[src/rtl/iomem_gpio_pwm_if.sv]
// iomem_gpio_pwm_if: PicoSoC iomem bus bundle for the GPIO/PWM peripheral.
// Signals:
//   iomem_valid  request from the SoC
//   iomem_ready  single-cycle acknowledge from the peripheral
//   iomem_wstrb  byte write strobes, all-zero means read
//   iomem_addr   byte address
//   iomem_wdata  write data
//   iomem_rdata  read data, valid while iomem_ready is high
interface iomem_gpio_pwm_if;
  logic        iomem_valid;
  logic        iomem_ready;
  logic [3:0]  iomem_wstrb;
  logic [31:0] iomem_addr;
  logic [31:0] iomem_wdata;
  logic [31:0] iomem_rdata;

  modport master (
    output iomem_valid, iomem_wstrb, iomem_addr, iomem_wdata,
    input  iomem_ready, iomem_rdata
  );

  modport slave (
    input  iomem_valid, iomem_wstrb, iomem_addr, iomem_wdata,
    output iomem_ready, iomem_rdata
  );
endinterface

[src/rtl/iomem_gpio_pwm.sv]
// iomem_gpio_pwm: GPIO/LED peripheral on the PicoSoC iomem bus.
// Up to 32 channels with output enable, atomic set/clear/toggle, synchronised
// input readback and a per-channel PWM generator with shadowed duty values.
// Ports:
//   clk       system clock
//   reset     synchronous, active-high reset
//   bus       iomem slave (valid/ready/wstrb/addr/wdata/rdata)
//   gpio_out  registered pin values (PWM or OUT per channel)
//   gpio_oe   registered pin output enables (DIR)
//   gpio_in   asynchronous pin inputs
module iomem_gpio_pwm #(
  parameter int         NUM_CH    = 8,
  parameter int         PWM_BITS  = 8,
  parameter logic [7:0] BASE_ADDR = 8'h03
) (
  input  logic               clk,
  input  logic               reset,
  iomem_gpio_pwm_if.slave    bus,
  output logic [NUM_CH-1:0]  gpio_out,
  output logic [NUM_CH-1:0]  gpio_oe,
  input  logic [NUM_CH-1:0]  gpio_in
);

  // Word offsets (iomem_addr[7:2]) of the register map
  localparam logic [5:0] W_OUT      = 6'd0;
  localparam logic [5:0] W_SET      = 6'd1;
  localparam logic [5:0] W_CLR      = 6'd2;
  localparam logic [5:0] W_TGL      = 6'd3;
  localparam logic [5:0] W_DIR      = 6'd4;
  localparam logic [5:0] W_IN       = 6'd5;
  localparam logic [5:0] W_PWM_EN   = 6'd6;
  localparam logic [5:0] W_PRESCALE = 6'd7;
  localparam logic [5:0] W_DUTY0    = 6'd16;

  localparam logic [PWM_BITS-1:0] PWM_MAX = {PWM_BITS{1'b1}};
  localparam logic [PWM_BITS-1:0] PWM_ONE = {{(PWM_BITS-1){1'b0}}, 1'b1};

  logic [NUM_CH-1:0]   out_r, dir_r, pwm_en_r, sync1_r, in_r;
  logic [NUM_CH-1:0]   pwm_o_s;
  logic [15:0]         prescale_r, presc_cnt_r;
  logic [PWM_BITS-1:0] pwm_cnt_r;
  logic [PWM_BITS-1:0] duty_r   [NUM_CH];
  logic [PWM_BITS-1:0] shadow_r [NUM_CH];
  logic                ready_r;
  logic [31:0]         rdata_r, rdata_s;
  logic [31:0]         wmask_s, wbits_s;
  logic                sel_s, wr_s, presc_wr_s, tick_s, wrap_s;
  logic [5:0]          word_s;
  logic                unused_s;

  // The !ready_r term makes a held request acknowledge every other cycle
  assign sel_s      = bus.iomem_valid && !ready_r &&
                      (bus.iomem_addr[31:24] == BASE_ADDR);
  assign wr_s       = sel_s && (bus.iomem_wstrb != 4'b0000);
  assign word_s     = bus.iomem_addr[7:2];
  assign presc_wr_s = wr_s && (word_s == W_PRESCALE);
  assign wmask_s    = {{8{bus.iomem_wstrb[3]}}, {8{bus.iomem_wstrb[2]}},
                       {8{bus.iomem_wstrb[1]}}, {8{bus.iomem_wstrb[0]}}};
  assign wbits_s    = bus.iomem_wdata & wmask_s;

  assign bus.iomem_ready = ready_r;
  assign bus.iomem_rdata = rdata_r;

  // Address bits outside the decode and mask bits beyond the widest register
  assign unused_s = ^{bus.iomem_addr[23:8], bus.iomem_addr[1:0], wmask_s, wbits_s};

  assign tick_s = (presc_cnt_r == prescale_r);
  assign wrap_s = tick_s && (pwm_cnt_r == PWM_MAX);

  // Read multiplexer; write-only and unmapped offsets read as zero
  always_comb begin
    rdata_s = 32'h0000_0000;
    case (word_s)
      W_OUT:      rdata_s = 32'(out_r);
      W_DIR:      rdata_s = 32'(dir_r);
      W_IN:       rdata_s = 32'(in_r);
      W_PWM_EN:   rdata_s = 32'(pwm_en_r);
      W_PRESCALE: rdata_s = 32'(prescale_r);
      default:    rdata_s = 32'h0000_0000;
    endcase
    for (int i = 0; i < NUM_CH; i++) begin
      rdata_s = rdata_s | ({32{word_s == (W_DUTY0 + 6'(i))}} & 32'(duty_r[i]));
    end
  end

  // Bus acknowledge, read data capture and control register writes
  always_ff @(posedge clk) begin
    if (reset) begin
      ready_r    <= 1'b0;
      rdata_r    <= 32'h0000_0000;
      out_r      <= {NUM_CH{1'b0}};
      dir_r      <= {NUM_CH{1'b0}};
      pwm_en_r   <= {NUM_CH{1'b0}};
      prescale_r <= 16'h0000;
    end else begin
      ready_r <= sel_s;
      rdata_r <= sel_s ? rdata_s : 32'h0000_0000;
      if (wr_s) begin
        case (word_s)
          W_OUT:      out_r      <= (out_r & ~wmask_s[NUM_CH-1:0]) | wbits_s[NUM_CH-1:0];
          W_SET:      out_r      <= out_r | wbits_s[NUM_CH-1:0];
          W_CLR:      out_r      <= out_r & ~wbits_s[NUM_CH-1:0];
          W_TGL:      out_r      <= out_r ^ wbits_s[NUM_CH-1:0];
          W_DIR:      dir_r      <= (dir_r & ~wmask_s[NUM_CH-1:0]) | wbits_s[NUM_CH-1:0];
          W_PWM_EN:   pwm_en_r   <= (pwm_en_r & ~wmask_s[NUM_CH-1:0]) | wbits_s[NUM_CH-1:0];
          W_PRESCALE: prescale_r <= (prescale_r & ~wmask_s[15:0]) | wbits_s[15:0];
          default:    out_r      <= out_r;
        endcase
      end
    end
  end

  // Duty registers (bus side) and their shadows, loaded only at a period wrap
  always_ff @(posedge clk) begin
    for (int i = 0; i < NUM_CH; i++) begin
      if (reset) begin
        duty_r[i]   <= {PWM_BITS{1'b0}};
        shadow_r[i] <= {PWM_BITS{1'b0}};
      end else begin
        if (wr_s && (word_s == (W_DUTY0 + 6'(i)))) begin
          duty_r[i] <= (duty_r[i] & ~wmask_s[PWM_BITS-1:0]) | wbits_s[PWM_BITS-1:0];
        end
        if (wrap_s) begin
          shadow_r[i] <= duty_r[i];
        end
      end
    end
  end

  // Prescaler and PWM period counter; a PRESCALE write restarts the prescaler
  always_ff @(posedge clk) begin
    if (reset) begin
      presc_cnt_r <= 16'h0000;
      pwm_cnt_r   <= {PWM_BITS{1'b0}};
    end else begin
      if (presc_wr_s || tick_s) begin
        presc_cnt_r <= 16'h0000;
      end else begin
        presc_cnt_r <= presc_cnt_r + 16'd1;
      end
      if (tick_s) begin
        pwm_cnt_r <= pwm_cnt_r + PWM_ONE;
      end
    end
  end

  // PWM compare against the shadow so duty changes never cut a period short
  always_comb begin
    pwm_o_s = {NUM_CH{1'b0}};
    for (int i = 0; i < NUM_CH; i++) begin
      pwm_o_s[i] = (pwm_cnt_r < shadow_r[i]);
    end
  end

  // Two-flop input synchroniser
  always_ff @(posedge clk) begin
    if (reset) begin
      sync1_r <= {NUM_CH{1'b0}};
      in_r    <= {NUM_CH{1'b0}};
    end else begin
      sync1_r <= gpio_in;
      in_r    <= sync1_r;
    end
  end

  // Registered pin drivers; OUT is retained underneath PWM mode
  always_ff @(posedge clk) begin
    if (reset) begin
      gpio_out <= {NUM_CH{1'b0}};
      gpio_oe  <= {NUM_CH{1'b0}};
    end else begin
      gpio_out <= (pwm_en_r & pwm_o_s) | (~pwm_en_r & out_r);
      gpio_oe  <= dir_r;
    end
  end

endmodule

[src/flat_wrapper.sv]
// flat-port wrapper written by rule: the top's interface ports become plain ports
module iomem_gpio_pwm_flat 
#(
  parameter int         NUM_CH    = 8,
  parameter int         PWM_BITS  = 8,
  parameter logic [7:0] BASE_ADDR = 8'h03
)
  (clk, reset, gpio_out, gpio_oe, gpio_in, bus_iomem_valid, bus_iomem_wstrb, bus_iomem_addr, bus_iomem_wdata, bus_iomem_ready, bus_iomem_rdata);
  iomem_gpio_pwm_if bus_i ();
  input  logic clk;
  input  logic reset;
  output logic [NUM_CH-1:0] gpio_out;
  output logic [NUM_CH-1:0] gpio_oe;
  input  logic [NUM_CH-1:0] gpio_in;
  input wire logic [$bits(bus_i.iomem_valid)-1:0] bus_iomem_valid;
  input wire logic [$bits(bus_i.iomem_wstrb)-1:0] bus_iomem_wstrb;
  input wire logic [$bits(bus_i.iomem_addr)-1:0] bus_iomem_addr;
  input wire logic [$bits(bus_i.iomem_wdata)-1:0] bus_iomem_wdata;
  output wire logic [$bits(bus_i.iomem_ready)-1:0] bus_iomem_ready;
  output wire logic [$bits(bus_i.iomem_rdata)-1:0] bus_iomem_rdata;
  assign bus_i.iomem_valid = bus_iomem_valid;
  assign bus_i.iomem_wstrb = bus_iomem_wstrb;
  assign bus_i.iomem_addr = bus_iomem_addr;
  assign bus_i.iomem_wdata = bus_iomem_wdata;
  assign bus_iomem_ready = bus_i.iomem_ready;
  assign bus_iomem_rdata = bus_i.iomem_rdata;
  iomem_gpio_pwm #(.NUM_CH(NUM_CH), .PWM_BITS(PWM_BITS), .BASE_ADDR(BASE_ADDR)) u_core (.clk(clk), .reset(reset), .bus(bus_i), .gpio_out(gpio_out), .gpio_oe(gpio_oe), .gpio_in(gpio_in));
endmodule
[config.mk]
export PLATFORM = sky130hd
export DESIGN_NAME = iomem_gpio_pwm_flat
export DESIGN_NICKNAME = d
export VERILOG_FILES = /design/src/rtl/iomem_gpio_pwm_if.sv /design/src/rtl/iomem_gpio_pwm.sv /design/src/flat_wrapper.sv
export SDC_FILE = /design/constraint.sdc
export NUM_CORES = 1
export LEC_CHECK = 0
export BUFFER_PORTS_ARGS = -buffer_cell sky130_fd_sc_hd__buf_2
export CAP_MARGIN = 5
export CORE_ASPECT_RATIO = 1.2
export CORE_UTILIZATION = 53
export DETAILED_ROUTE_END_ITERATION = 10
export PLACE_DENSITY = 0.72
export SETUP_SLACK_MARGIN = 0.5
export SYNTH_ARGS = -nofsm -noshare
export SYNTH_HDL_FRONTEND = slang
export SYNTH_SLANG_ARGS = --single-unit
export TNS_END_PERCENT = 50
[constraint.sdc]
create_clock -name clk -period 6.5 [get_ports clk]
set_input_delay 0.65 -clock clk [delete_from_list [all_inputs] [get_ports clk]]
set_output_delay 0.65 -clock clk [all_outputs]
set_load 0.01 [all_outputs]
==> impl_metrics.csv, run 1 <==
group,metric,value,unit
run_status,status,"finished, final reports clean",
timing,final.setup.tns,0,ns
worst_hold_path,hold_path_class,"primary input to flip-flop",
synthesis,avgSynthCellArea,10.5,um2
synthesis,synth.distinct_cells,48,
synthesis,syn_inst,1107,
power_and_ir_drop,peakVddDrop,213,uV
clocking,clkLatencyLatePin,0.53,ns
global_routing,grt_use_total,0.276,
drt,routed_wl,30200,um
synthesis,yosysTopAreaCellShare,0.331,
floorplan,fp.dieH,164,um
drt,drtPass1Iterations,6,
run,maxCapViolCount,0,
worst_hold_path,min_path_cells,2,
floorplan,start_util,0.537,
clocking,clk_path_buf_depth,3,
timing,rsz0062_at_grt,"no",
clocking,clk_pin_slew_worst_paths,0.06,ns
floorplan,floorplan.die.width,137,um
floorplan,rows,59,
synthesis,synth_area_leaders,"edfxtp_1, dfxtp_1, ha_1",
synthesis,synth-async-reset-ratio,0,
placed_design,place_ws,2.77,ns
layout,nets,1320,
timing,fin_hold_ws,0.327,ns
drt,wire_per_inst,20.5,um
layout,syn_to_final_growth,11.8,%
clocking,htreeDepth,1,
timing,slew-limit-headroom,0.143,
clocking,cts_made_buffers,25,
layout,diodes,0,
critical_path,r2r_slack,3.52,ns
timing,worst_pin_slew,1.28,ns
clocking,cts_setup_buffers,0,
layout,fin_cells,1468,
critical_path,worstPathRequired,6.86,ns
synthesis,synth_warnings,0,
worst_hold_path,min_from,"gpio_in[4]",
drt,drc,0,
drt,vias,8673,
layout,drive_gt1_frac,0.111,
critical_path,r2r-end,"u_core.duty_r[0][10]$_SDFFCE_PN0P_",
critical_path,crit_path_start_kind,"primary input",
worst_hold_path,hold_end,"u_core.sync1_r[4]$_SDFF_PP0_",
placed_design,port_buffers,77,
critical_path,r2r-start,"u_core.bus.iomem_ready$_SDFF_PP0_",
layout,utilization,0.601,
synthesis,synth-edff-count,128,
synthesis,ys_seq_area_frac,0.525,
critical_path,critPathMaxFanout,24,
global_routing,grt_pass1_wl,45900,um
placed_design,dp_cells,1422,
critical_path,end_kind,"flip-flop",
critical_path,arrival,3.69,ns
timing,min_period_over_period,0.512,
global_routing,grt_pass1_vias,7991,
drt,drt_iter0_drc,797,
synthesis,netlist_area,11600,um2
drt,antenna_left,0,
timing,finalClockSkew,0.0174,ns
timing,setup_violations,0,
critical_path,reg2regPathDepth,5,
clocking,cts_tree,"done",
floorplan,dieArea,22500,um2
timing,fmax,301,MHz
timing,fin_crit,3.33,ns
timing,finalMaxSlewViolations,0,
clocking,clkSinkCount,241,
floorplan,pin_count,128,
power_and_ir_drop,power_density,249,nW/um2
timing,final.setup.worst_slack,3.17,ns
clocking,hold_buffers,0,
placed_design,dp_hpwl,21000,um
global_routing,antenna_found_initial,0,
placed_design,finalWeightedCongestion,0.952,
critical_path,path_class,"primary input to flip-flop",
floorplan,core,21600,um2
synthesis,synth_ff_type,"edfxtp_1",
global_routing,grt_overflow,0,
synthesis,yosysTopAreaCell,"edfxtp_1",
drt,vias_per_cell,5.91,
clocking,cts_resized,0,
synthesis,ys_ff_latch,241,
global_routing,grt_max_degree,75,
clocking,clock-root-buffer,"clkbuf_16",
power_and_ir_drop,p_leak,5.19,nW
timing,final_hold_viol_count,0,
critical path, stage by stage:
cell and delay [ns]:
buf_2 0.27, inv_1 0.48, and4_1 0.78, nor2b_1 0.85, nand2_1 0.40, a21oi_1 0.25
cell usage in the layout (no fill, tap or decap), types with 10 or more instances in the layout:
master and count:
a22oi_1 48, nor2b_1 26, inv_1 77, and2_1 64, clkbuf_16 25, nor2_1 74
dfxtp_1 113, nand2b_1 67, o21ai_0 37, nand2_1 47, nand4_1 14, a21oi_1 95
conb_1 16, edfxtp_1 128, ha_1 66, xor2_1 23, nand3_1 16, buf_2 77
mux2i_1 33, o31ai_1 10
final cells by class:
class,count,area (um2)
Clock buffer,29,641
Clock inverter,17,176
Fill cell,1828,8640
Inverter,77,289
Multi-Input combinational cell,744,4980
Sequential cell,241,6110
Tap cell,274,343
Timing Repair Buffer,86,453
where the power goes:
group	internal [mW]	leakage [nW]	switching [mW]	total, mW
Clock	0.830	0.379	0.594	1.42
Sequential	1.63	2.24	0.0275	1.66
Combinational	0.0484	2.57	0.0997	0.148
kinds of logic (layout without fill, tap and decap cells):
group / after synthesis / count (layout) / share of synthesized area
fa+ha+maj: 66 / 66 / 0.0711
buf+inv: 137 / 209 / 0.0519
compound gates: 239 / 239 / 0.127
other cells: 1 / 16 / 0.000323
simple gates: 359 / 359 / 0.173
flops: 241 / 241 / 0.525
mux: 33 / 33 / 0.0284
xor+xnor: 31 / 31 / 0.0234
synthesized netlist by cell type, types with 26 or more instances:
cell type and number:
nor2b_1 26, mux2i_1 33, clkbuf_1 29, nand2b_1 67, a22oi_1 48, nor2_1 74, o21ai_0 38, a21oi_1 95
edfxtp_1 128, ha_1 66, and2_1 64, nand2_1 47, inv_1 77, dfxtp_1 113
how the worst max path moves through the flow:
stage | from | endpoint | slack [ns] | cells past startpoint
after floorplan | u_core.presc_cnt_r[2]$_SDFF_PP0_ | u_core.shadow_r[0][0]$_SDFFCE_PN0P_ | 1.77 | 6
after global placement | reset | u_core.duty_r[0][10]$_SDFFCE_PN0P_ | 2.81 | 6
after detailed placement | reset | u_core.duty_r[0][10]$_SDFFCE_PN0P_ | 2.77 | 6
after CTS | reset | u_core.duty_r[0][10]$_SDFFCE_PN0P_ | 3.30 | 6
after global routing | bus_iomem_addr[29] | u_core.duty_r[1][16]$_SDFFCE_PN0P_ | 3.11 | 4
final | reset | u_core.duty_r[0][10]$_SDFFCE_PN0P_ | 3.17 | 6
stage by stage:
step	total power, mW	cell area [um2]
after global routing	3.33	13000
after detailed placement	1.84	12200
final	3.23	13000
after global placement	1.83	12200
after floorplan	1.78	11700
after CTS	3.25	13000
routing by layer:
layer / wire (um) / vias up / track usage
met3: 2750 / 80 / 0.0478
li1: - / 4044 / -
met4: 1110 / 0 / 0.101
met2: 14600 / 438 / 0.461
met5: 0 / - / 0
met1: 11700 / 4111 / 0.357
Power figures use the tool's default switching activity.
==> run 2, diff against run 1 <==
CORE_UTILIZATION = 59   (was 53)
PLACE_DENSITY = 0.76   (was 0.72)
clock period = 3.41 ns   (was 6.5 ns; I/O delays follow)
==> run 2 against run 1 <==
Via count grew 1.3%; count of clock-buffer cells in the layout grew 5; non-clock buffer count grew 24; combinational power grew 110%; cell count grew 0.27%; total power grew 90%; clock power grew 88%; hold slack lost 0.29 ns; sequential share of layout area shrank 0.55 points; cell area grew 1.2%; clock skew shrank 0.0033 ns; largest cell class unchanged.
==> impl_metrics.csv, run 2 (synthesis results as in run 1) <==
group,metric,value,unit
floorplan,start_util,0.610,
drt,vias_per_cell,5.97,
timing,fmax,363,MHz
clocking,clock-root-buffer,"clkbuf_16",
timing,worst_pin_slew,0.943,ns
timing,rsz0062_at_grt,"no",
run_status,status,"finished, final reports clean",
global_routing,grt_pass1_vias,8342,
drt,wl_met2,13900,um
drt,drc,0,
power_and_ir_drop,sw_frac_of_total,0.218,
floorplan,fp.dieH,156,um
critical_path,end_kind,"flip-flop",
floorplan,rows,55,
drt,drtPass1Iterations,5,
clocking,clkLatencyLatePin,0.52,ns
drt,wl_met1,12000,um
critical_path,crit_path_start_kind,"flip-flop",
drt,routed_wl,30200,um
power_and_ir_drop,power_density,467,nW/um2
placed_design,place_ws,0.755,ns
clocking,hold_buffers,0,
clocking,clk_path_buf_depth,3,
clocking,cts_made_buffers,24,
timing,final.setup.tns,0,ns
clocking,clkSinkCount,241,
global_routing,grt_pass1_wl,46500,um
timing,slew-limit-headroom,0.369,
timing,finalMaxSlewViolations,0,
clocking,cts_setup_buffers,0,
placed_design,port_buffers,77,
floorplan,dieArea,20300,um2
critical_path,critPathMaxFanout,64,
floorplan,floorplan.die.width,130,um
layout,final_common_cell,"edfxtp_1",
timing,final_hold_viol_count,0,
timing,final.setup.worst_slack,0.652,ns
layout,nets,1343,
drt,dr_wl_met3,2770,um
drt,antenna_left,0,
critical_path,path_class,"flip-flop to flip-flop",
critical_path,cpMaxStageDelayCell,"nand4_1",
worst_hold_path,min_path_cells,2,
layout,final_cell_mix,"edfxtp_1, dfxtp_1, a21oi_1",
clocking,clk_pin_slew_worst_paths,0.06,ns
power_and_ir_drop,clockPowerShare,0.435,
run,maxCapViolCount,0,
global_routing,grt_overflow,0,
critical_path,arrival,3.13,ns
timing,min_period_over_period,0.809,
timing,setup_violations,0,
layout,drive_gt1_frac,0.127,
critical_path,r2r_slack,0.65,ns
power_and_ir_drop,power_frac_comb,0.050,
critical_path,crit_family,"simple AND/OR/NAND/NOR gates",
clocking,htreeDepth,1,
critical_path,max_stage_delay,0.62,ns
layout,diodes,0,
critical_path,worstPathRequired,3.79,ns
placed_design,dp_hpwl,21100,um
power_and_ir_drop,p_sw,1.34,mW
drt,vias,8788,
critical_path,reg2regPathDepth,6,
global_routing,antenna_found_initial,2,
drt,wire_per_inst,20.5,um
layout,syn_to_final_growth,13.1,%
placed_design,finalWeightedCongestion,0.983,
floorplan,core,19100,um2
critical_path,r2r-end,"u_core.shadow_r[0][24]$_SDFFCE_PN0P_",
clocking,cts_resized,0,
power_and_ir_drop,p_leak,5.32,nW
critical_path,crit_chain,"xor2_1, nor4_1, nand4_1, nor3_4, buf_4, and2_1",
worst_hold_path,min_from,"gpio_in[2]",
power_and_ir_drop,p_int,4.80,mW
critical_path,crit_buf_inv,1,
worst_hold_path,hold_end,"u_core.sync1_r[2]$_SDFF_PP0_",
global_routing,grt_max_degree,84,
timing,fin_crit,2.76,ns
power_and_ir_drop,peakVddDrop,391,uV
critical_path,r2r-start,"u_core.presc_cnt_r[2]$_SDFF_PP0_",
floorplan,pin_count,128,
clocking,cts_tree,"done",
global_routing,grt_use_total,0.309,
worst_hold_path,hold_path_class,"primary input to flip-flop",
drt,topRoutingLayerUsed,"met4",
power_and_ir_drop,p_seq_frac,0.514,
timing,finalClockSkew,0.0141,ns
timing,fin_hold_ws,0.0369,ns
drt,drt_iter0_drc,955,
## run 2: changes by cell type in the layout (fill, tap and decap cells not counted), sizes merged
cell      change
inv           -2
bufinv        -1
buf          +24
clkinv        +1
clkbuf        +5
clkinvlp      -5
## run 2: area by class of cell
class	count	area (um2)
timing repair buffer	110	646
inverter	77	289
fill	1422	5920
clock inverter	10	98.8
sequential	241	6110
tap	256	320
multi-input combinational	744	4980
clock buffer	34	701
## run 2: metal layers
layer / vias to the layer above / global-route usage
li1: 4075 / -
met3: 96 / 0.0494
met2: 483 / 0.482
met1: 4134 / 0.418
met5: - / 0
met4: 0 / 0.150
## run 2: stage by stage
step	utilization	cells	power, mW	cell area [um2]
2_1_floorplan	-	1122	3.39	11700
3_3_place_gp	0.647	1428	3.51	12300
3_5_place_dp	0.647	1428	3.52	12300
4_1_cts	0.689	1472	6.15	13100
5_1_grt	0.689	1472	6.30	13100
6_report	0.689	1472	6.14	13100
## run 2: worst max path at each step
stage | slack, ns | end | cells after the start | from
after floorplan | 0.53 | u_core.shadow_r[0][0]$_SDFFCE_PN0P_ | 6 | u_core.presc_cnt_r[2]$_SDFF_PP0_
after global placement | 0.77 | u_core.shadow_r[0][16]$_SDFFCE_PN0P_ | 6 | flip-flop
after detailed placement | 0.76 | u_core.shadow_r[0][24]$_SDFFCE_PN0P_ | 6 | u_core.presc_cnt_r[2]$_SDFF_PP0_
after CTS | 0.72 | u_core.shadow_r[0][24]$_SDFFCE_PN0P_ | 6 | u_core.presc_cnt_r[2]$_SDFF_PP0_
after global routing | 0.51 | u_core.shadow_r[0][17]$_SDFFCE_PN0P_ | 6 | u_core.presc_cnt_r[2]$_SDFF_PP0_
final | 0.65 | u_core.shadow_r[0][24]$_SDFFCE_PN0P_ | 6 | u_core.presc_cnt_r[2]$_SDFF_PP0_
## run 2: power groups by stage
stage,clock network (mW),registers [mW],logic (mW)
finish,2.67,3.16,0.309
global route,2.80,3.16,0.340
CTS,2.69,3.16,0.304
detailed placement,0,3.22,0.301
global placement,0,3.21,0.293
floorplan,0,3.20,0.193
==> run 3, diff against run 2 <==
ABC_AREA = 1   (was unset)
clock period = 2.63 ns   (was 3.41 ns; I/O delays follow)
==> run 3 against run 2 <==
The flow now finishes with violations (negative hold slack); combinational power rose by 66%; wire length rose by 10%; critical path depth rose by 6; total power rose by 33%; clock skew fell by 0.0020 ns; critical path type unchanged; highest routed layer unchanged.
==> impl_metrics.csv, run 3 <==
group,metric,value,unit
run_status,status,"finished, violations left",
global_routing,grt_pass1_vias,9504,
synthesis,synth_warnings,0,
synthesis,yosysTopAreaCell,"edfxtp_1",
floorplan,dieArea,21100,um2
power_and_ir_drop,p_int,6.33,mW
synthesis,yosysMostFrequentCell,"nand2_1",
drt,routed_wl,33400,um
critical_path,end_kind,"flip-flop",
power_and_ir_drop,p_leak,6.03,nW
timing,finalClockSkew,0.0121,ns
drt,vias,10139,
layout,final_cell_mix,"nand2_1, inv_1, nor2_1",
synthesis,synth-async-reset-ratio,0,
worst_hold_path,hold_path_class,"primary input to flip-flop",
timing,fmax,492,MHz
floorplan,start_util,0.601,
synthesis,yosysTopAreaCellShare,0.317,
power_and_ir_drop,p_sw,1.86,mW
drt,wire_per_inst,18.1,um
timing,rsz0062_at_grt,"no",
synthesis,ys_ff_latch,241,
timing,fin_hold_ws,-0.00448,ns
drt,drt_iter0_drc,955,
power_and_ir_drop,power_density,585,nW/um2
critical_path,crit_path_start_kind,"flip-flop",
clocking,htreeDepth,1,
floorplan,fp.dieH,159,um
timing,final.setup.tns,0,ns
floorplan,rows,57,
clocking,clkSinkCount,241,
global_routing,grt_util_met2,0.521,
global_routing,use_met1,0.394,
critical_path,r2r_slack,0.60,ns
synthesis,ys_seq_area_frac,0.504,
layout,drive_gt1_frac,0.167,
power_and_ir_drop,sw_frac_of_total,0.227,
global_routing,grt_use_total,0.315,
clocking,cts_made_buffers,26,
timing,fin_crit,2.03,ns
synthesis,synth_ff_type,"edfxtp_1",
timing,min_period_over_period,0.772,
critical_path,worstPathRequired,2.86,ns
global_routing,grt_max_degree,73,
power_and_ir_drop,p_seq_frac,0.502,
timing,slew-limit-headroom,0.489,
critical_path,path_class,"flip-flop to flip-flop",
timing,worst_pin_slew,0.767,ns
drt,antenna_left,0,
synthesis,syn_inst,1440,
power_and_ir_drop,power_frac_comb,0.063,
critical_path,reg2regPathDepth,12,
timing,finalMaxSlewViolations,0,
floorplan,core,20200,um2
layout,nets,1705,
floorplan,floorplan.die.width,133,um
synthesis,avgSynthCellArea,8.42,um2
power_and_ir_drop,peakVddDrop,578,uV
global_routing,antenna_found_initial,0,
layout,syn_to_final_growth,15.6,%
timing,final_hold_viol_count,1,
layout,final_common_cell,"nand2_1",
run,maxCapViolCount,0,
run_status,violations,"negative hold slack",
drt,drtPass1Iterations,5,
floorplan,pin_count,128,
layout,diodes,0,
synthesis,synth_area_leaders,"edfxtp_1, dfxtp_1, nand2_1",
worst_hold_path,min_path_cells,3,
synthesis,synth_commonest_cells,"nand2_1, inv_1, nor2_1, a21oi_1, edfxtp_1",
global_routing,grt_pass1_wl,51300,um
critical_path,critPathMaxFanout,16,
synthesis,synth.distinct_cells,34,
placed_design,dpl_cell_area,12800,um2
critical_path,arrival,2.26,ns
timing,setup_violations,0,
global_routing,use_met3,0.0560,
power_and_ir_drop,clockPowerShare,0.435,
placed_design,dp_hpwl,23500,um
synthesis,synth-edff-count,128,
clocking,clk_path_buf_depth,3,
drt,drc,0,
drt,vias_per_cell,5.50,
placed_design,place_ws,0.329,ns
timing,final.setup.worst_slack,0.599,ns
clocking,cts_tree,"done",
layout,design_area,14000,um2
global_routing,grt_overflow,0,
clocking,clock-root-buffer,"clkbuf_16",
placed_design,finalWeightedCongestion,0.924,
clocking,clk_pin_slew_worst_paths,0.06,ns
clocking,clkLatencyLatePin,0.53,ns
global_routing,top_usage_layer,"met2",
placed_design,port_buffers,77,
synthesis,netlist_area,12100,um2
layout,utilization,0.694,
run 3: cell count changes in the layout (fill, tap and decap cells not counted), sizes merged, moves of 48 or more:
cell,previous run,this run
nor2,75,296
nand2,47,240
inv,77,237
nand2b,67,0
and2,64,0
a22oi,48,0
run 3: path summary, 6_finish.rpt:
kind,start,endpoint
max,u_core.presc_cnt_r[9]$_SDFF_PP0_,u_core.shadow_r[0][5]$_SDFFCE_PN0P_
min,bus_iomem_wdata[13],flip-flop
max reg2reg,u_core.presc_cnt_r[9]$_SDFF_PP0_,u_core.shadow_r[0][5]$_SDFFCE_PN0P_
min reg2reg,u_core.sync1_r[2]$_SDFF_PP0_,u_core.in_r[2]$_SDFF_PP0_
run 3: final cells by class:
class / instances / area, um2
timing repair buffer: 127 / 885
fill: 1577 / 6170
multi-input combinational: 926 / 4930
sequential: 241 / 6130
clock buffer: 43 / 813
tap: 265 / 332
clock inverter: 5 / 26.3
inverter: 238 / 902
run 3: repair_timing:
| item | in CTS | in global routing |
|---|---|---|
| hold endpoints to repair | 16 | 0 |
| gates resized for setup | 0 | 22 |
| gates cloned | 0 | 4 |
| pin swaps | 0 | 3 |
| endpoints found under the setup margin | 64 | 137 |
| hold buffers | 16 | 0 |
| setup buffers | 0 | 5 |
run 3: kinds of logic (layout without fill, tap and decap cells):
logic type,after synthesis,count (layout),synth area share
adder cells (fa/ha/maj),66,66,0.0681
other,1,16,0.000309
AO/OA/AOI/OAI,238,238,0.111
flip-flops,241,241,0.504
AND/OR/NAND/NOR,595,595,0.211
buffers and inverters,288,413,0.0983
XOR/XNOR,11,11,0.00795
run 3: power by group through the flow:
stage / Combinational, mW / Sequential [mW] / Clock, mW
4_1_cts: 0.485 / 4.11 / 3.59
3_3_place_gp: 0.449 / 4.19 / 0
6_report: 0.514 / 4.11 / 3.56
3_5_place_dp: 0.462 / 4.19 / 0
2_1_floorplan: 0.306 / 4.17 / 0
5_1_grt: 0.564 / 4.12 / 3.75
run 3: through the flow:
| step | hold WS (ns) | cells | total power [mW] |
|---|---|---|---|
| 2_1_floorplan | 0.370 | 1455 | 4.47 |
| 3_3_place_gp | 0.393 | 1772 | 4.64 |
| 3_5_place_dp | 0.398 | 1772 | 4.65 |
| 4_1_cts | 0.00174 | 1836 | 8.19 |
| 5_1_grt | 0.0216 | 1845 | 8.44 |
| 6_report | -0.00448 | 1845 | 8.19 |
run 3: critical path: stages, from the launching register on:
cell and delay, ns:
dfxtp_2 0.39, inv_2 0.08, nand2_1 0.07, nand2_1 0.05, nor2_1 0.10, nand2_1 0.10
nor2_4 0.15, nand2_4 0.09, inv_6 0.08, nand2_2 0.07, o21ai_4 0.22, buf_4 0.16
clkbuf_16 0.17
run 3: metal layers:
metal | vias up | wire, um
li1 | 4885 | -
met2 | 447 | 16000
met5 | - | 0
met4 | 0 | 1690
met3 | 94 | 2660
met1 | 4713 | 13000
